**config.mk**
```make
export PLATFORM = sky130hd
export DESIGN_NAME = addmul_seq_unit
export DESIGN_NICKNAME = d
export VERILOG_FILES = /design/src/rtl/addmul_seq_unit.sv
export SDC_FILE = /design/constraint.sdc
export NUM_CORES = 1
export LEC_CHECK = 0
export CORE_MARGIN = 2
export CORE_UTILIZATION = 35
export CTS_CLUSTER_SIZE = 10
export DETAILED_ROUTE_END_ITERATION = 8
export SYNTH_ARGS = -nofsm -noshare
export SYNTH_HDL_FRONTEND = slang
export SYNTH_SLANG_ARGS = --single-unit
```
**constraint.sdc**
```tcl
create_clock -name clk -period 4.91 [get_ports clk]
set_input_delay 0.491 -clock clk [delete_from_list [all_inputs] [get_ports clk]]
set_output_delay 0.491 -clock clk [all_outputs]
set_load 0.1 [all_outputs]
```
**src/rtl/addmul_seq_unit.sv**
```systemverilog
// Sequential unsigned add/multiply unit with valid/ready on both sides.
// Add completes in one cycle; multiply retires STEP multiplier bits per cycle.
module addmul_seq_unit #(
  parameter int WIDTH = 32,
  parameter int RES_W = 40,
  parameter int STEP  = 1
) (
  input  logic             clk,
  input  logic             nrst,
  input  logic             Sel,
  input  logic [WIDTH-1:0] A,
  input  logic [WIDTH-1:0] B,
  input  logic             in_valid,
  output logic             in_ready,
  output logic [RES_W-1:0] Result,
  output logic             ovf,
  output logic             out_valid,
  input  logic             out_ready
);

  localparam int N     = WIDTH / STEP;
  localparam int CNT_W = (N > 1) ? $clog2(N) : 1;
  localparam logic [CNT_W-1:0] LAST_ITER = CNT_W'(N - 1);

  if ((WIDTH % STEP) != 0) begin : g_bad_step
    $error("addmul_seq_unit: STEP (%0d) must divide WIDTH (%0d)", STEP, WIDTH);
  end
  if ((RES_W < WIDTH + 1) || (RES_W > 2 * WIDTH)) begin : g_bad_res_w
    $error("addmul_seq_unit: RES_W (%0d) must lie in [WIDTH+1, 2*WIDTH]", RES_W);
  end

  typedef enum logic [1:0] {
    IDLE,
    MUL,
    DONE
  } state_t;

  state_t                 state_q, state_d;
  logic [2*WIDTH-1:0]     mcand_q, mcand_d;
  logic [WIDTH-1:0]       mplier_q, mplier_d;
  logic [2*WIDTH-1:0]     acc_q, acc_d;
  logic [CNT_W-1:0]       cnt_q, cnt_d;
  logic [RES_W-1:0]       result_q, result_d;
  logic                   ovf_q, ovf_d;

  logic                   accept;
  logic [WIDTH:0]         addSum;
  logic [2*WIDTH-1:0]     partial;
  logic [2*WIDTH-1:0]     accNext;

  assign in_ready  = (state_q == IDLE) || ((state_q == DONE) && out_ready);
  assign accept    = in_valid && in_ready;
  assign out_valid = (state_q == DONE);
  assign Result    = result_q;
  assign ovf       = ovf_q;

  always_ff @(posedge clk or negedge nrst) begin
    if (!nrst) begin
      state_q  <= IDLE;
      mcand_q  <= '0;
      mplier_q <= '0;
      acc_q    <= '0;
      cnt_q    <= '0;
      result_q <= '0;
      ovf_q    <= 1'b0;
    end else begin
      state_q  <= state_d;
      mcand_q  <= mcand_d;
      mplier_q <= mplier_d;
      acc_q    <= acc_d;
      cnt_q    <= cnt_d;
      result_q <= result_d;
      ovf_q    <= ovf_d;
    end
  end

  // The multiplicand is pre-shifted each cycle, so the partial product only
  // needs the low STEP multiplier bits.
  always_comb begin
    addSum  = {1'b0, A} + {1'b0, B};
    partial = '0;
    for (int j = 0; j < STEP; j++) begin
      if (mplier_q[j]) begin
        partial = partial + (mcand_q << j);
      end
    end
    accNext = acc_q + partial;
  end

  always_comb begin
    state_d  = state_q;
    mcand_d  = mcand_q;
    mplier_d = mplier_q;
    acc_d    = acc_q;
    cnt_d    = cnt_q;
    result_d = result_q;
    ovf_d    = ovf_q;

    case (state_q)
      IDLE: begin
      end
      MUL: begin
        acc_d    = accNext;
        mcand_d  = mcand_q << STEP;
        mplier_d = mplier_q >> STEP;
        cnt_d    = cnt_q + CNT_W'(1);
        if (cnt_q == LAST_ITER) begin
          state_d  = DONE;
          result_d = accNext[RES_W-1:0];
          ovf_d    = ((accNext >> RES_W) != '0);
        end
      end
      DONE: begin
        if (out_ready) begin
          state_d = IDLE;
        end
      end
      default: state_d = IDLE;
    endcase

    // A new operation may start from IDLE or while the old result retires.
    if (accept) begin
      if (Sel) begin
        state_d  = MUL;
        mcand_d  = {{WIDTH{1'b0}}, A};
        mplier_d = B;
        acc_d    = '0;
        cnt_d    = '0;
      end else begin
        state_d  = DONE;
        result_d = RES_W'(addSum);
        ovf_d    = 1'b0;
      end
    end
  end

endmodule

```
==> flow_summary.toml <==
[setup_path]
crit_top_cell = "a21oi_1"
worst-path-buf-inv = 1
critical_path_class = "reg -> reg"
critPathLaunch = "mplier_q[0]"
path_max_fanout = 31
reg2reg_from = "mplier_q[0]"
critPathArrivalTime_ps = 4910
slowest_delay_ps = 500
crit_required_ps = 5320
worst_path_max_delay_cell = "or4b_1"
start_kind = "register"
critical-path-top-delay-family = "compound AO/OA/AOI/OAI gates"
critPathCaptureType = "register"
crit_chain = "buf_4, and2_1, ha_1, a21oi_1, o22ai_2, a311o_1, o211ai_1, o2111ai_1, a21oi_4, mux2i_1, a211oi_1, or4_1, or4b_1, nor4_1, a21oi_1"

[clock_network]
clock_path_buffers = 3
h-tree-depth = 1
cts_made_buffers = 27
clock_sinks = 208
cts-root-buf = "clkbuf_16"
hold_buffers = 0
clkTransAtPathRegs_ps = 70
cts_tree = "done"
worstSkewPairLatency_ps = 550

[timing]
setup_tns_ps = 0
fin_crit_ps = 4500
hold_viol_final = 1
rsz0062_at_grt = "false"
relSlewSlack_pct = 31.2
setup_violations = 0
layout_worst_path_cycle_share_pct = 91.6
tightestPinTransition_ps = 1030
drv_slew = 0
clock.fmax_mhz = 222
clock_skew_ps = 13.9
hold-worst-slack_ps = -1.86

[global_route]
grt_start_max_net_pins = 125
top_usage_layer = "met2"
grt_util_met1_pct = 25.6
grt.total_usage_pct = 18.8
grt_pass1_vias = 13200
antenna_found_initial = 0
use_met3_pct = 2.47
met2_usage_pct = 31.2
grt_first_pass_wirelength_um = 68600
grt_overflow = 0

[min_path]
hold_path.class = "in -> async"

[cells_and_area]
finalNetCount = 2038
n_fill_cell = 4294
layout-drive-gt1-share_pct = 5.04
stdcell_area_um2 = 17200
syn2layout_area_growth_pct = 15.5
n_antenna_cell = 0
final_util_pct = 41.0

[synthesis]
yosys_warnings = 0
synthesis.area_um2 = 14900
syn_nets = 1994
seq_area_frac_synth_pct = 34.9
ys_seq_elements = 208
syn_inst = 1826
synth_cell_types = 89
async_flop_share_pct = 100
ys.flop_type = "dfrtp_1"
syn-mean-instance-area_um2 = 8.16
synth_edf_count = 0

[floorplan]
core_um2 = 42000
die_w_um = 210
io_pins = 112
die_area_um2 = 44300
die_height_um = 210
start_util_pct = 35.5
std_cell_rows = 75

[routing]
viasPerCell = 5.39
routedWlPerCell_um = 17.4
dr.pass1.iters = 5
vias = 13100
drc = 0
drtIter0Drc = 765
wl_um = 42100
antenna_violating_nets_post_route = 0

[run]
cap_viol_max_count = 0

[placed_design]
place_hpwl_um = 30700
finalWeightedCongestion = 0.881
placed_cell_area_um2 = 16400
port_buffers = 111

[pwr]
p_per_area_nw_per_um2 = 562
p_leak_nw = 7.77
ir_worst_vdd_uv = 586
fin_total_pwr_mw = 9.68

[outcome]
outcome = "finished, violations left"
violations = "negative hold slack"
placed cells by master (no fill, tap or decap), types with 31 or more instances in the layout:
cell type	count
nor2_1	98
xor2_1	42
xnor2_1	42
dfrtp_1	208
nand2_1	379
clkdlybuf4s50_1	110
ha_1	97
a21o_1	42
and2_1	66
o21ai_0	125
nand4_1	31
a21oi_1	208
mux2i_1	69
worst register-to-register path, stage by stage (launching register included):
cell and delay [ps]:
dfrtp_1 390, buf_4 220, and2_1 200, ha_1 370
a21oi_1 230, o22ai_2 160, a311o_1 370, o211ai_1 260
o2111ai_1 280, a21oi_4 300, mux2i_1 220, a211oi_1 100
or4_1 400, or4b_1 500, nor4_1 240, a21oi_1 100
metrics by stage:
step	cells	hold slack [ps]	setup slack (ps)
after detailed placement	2380	520	354
after CTS	2423	80.4	333
after floorplan	1826	195	716
after global routing	2423	101	60.9
final	2423	-1.86	413
after global placement	2380	513	409
state kept, by name, summed over array words and instances (netlist names):
signal / count
mcand_q: 64
cnt_q: 5
state_q: 2
acc_q: 64
mplier_q: 32
ovf: 1
Result: 40
what timing repair did:
action                     4_1_cts  5_1_grt
gates resized for setup          0        1
setup buffers                    0        0
setup endpoints to repair        0        1
report_power, final:
part / total [mW] / leakage (nW) / internal, mW / switching, mW
registers: 2.82 / 2.66 / 2.38 / 0.448
clock network: 1.85 / 0.395 / 1.08 / 0.769
logic: 5.00 / 4.72 / 1.66 / 3.34
logic make-up after synthesis:
logic type                 share of synthesized area, %
and+or+nand+nor                                    20.7
DFF                                                34.9
muxes                                              4.71
xor gates and xnor gates                           4.93
adders and majority gates                          8.41
buffers and inverters                              4.02
AOI/OAI and AO/OA                                  22.3
synth_stat cells, drive strengths merged (21+ instances only):
master  count  share of area (%)
xnor2      42                2.5
a31oi      29                1.2
a21o       44                2.2
nand2     381                9.6
dfrtp     208                 35
nor3       21               0.70
nand4      31                1.3
clkbuf     98                2.8
mux2i      69                4.6
xor2       42                2.5
a21oi     209                7.1
ha         97                8.1
and2       69                2.9
o21ai     129                4.4
inv        29               0.73
nor2       99                2.5
o21a       22                1.1
path summary, 6_finish.rpt:
path	endpoint	slack, ps	cells past startpoint
min in group clk	Result[37]	520	2
max reg2reg	ovf	410	15
min reg2reg	Result[37]	520	2
max	ovf	410	15
min	mcand_q[34]	-2	1
max in group asynchronous	acc_q[4]	3890	2
layer usage:
layer / up-vias / wire, um
met5: - / 0
met4: 0 / 1060
li1: 6510 / -
met3: 64 / 1610
met2: 252 / 19500
met1: 6241 / 19900
area by class of cell:
class                   count  area (um2)  area share (%)
well taps                 539         674            3.92
flip-flops and latches    208        5200            30.2
multi-input cells        1475        9130            53.0
inverters                  29         109           0.632
repair buffers            129        1300            7.55
clock buffers              39         781            4.53
clock inverters             4        22.5           0.131
Note: power is estimated with default switching activity, not from simulation.
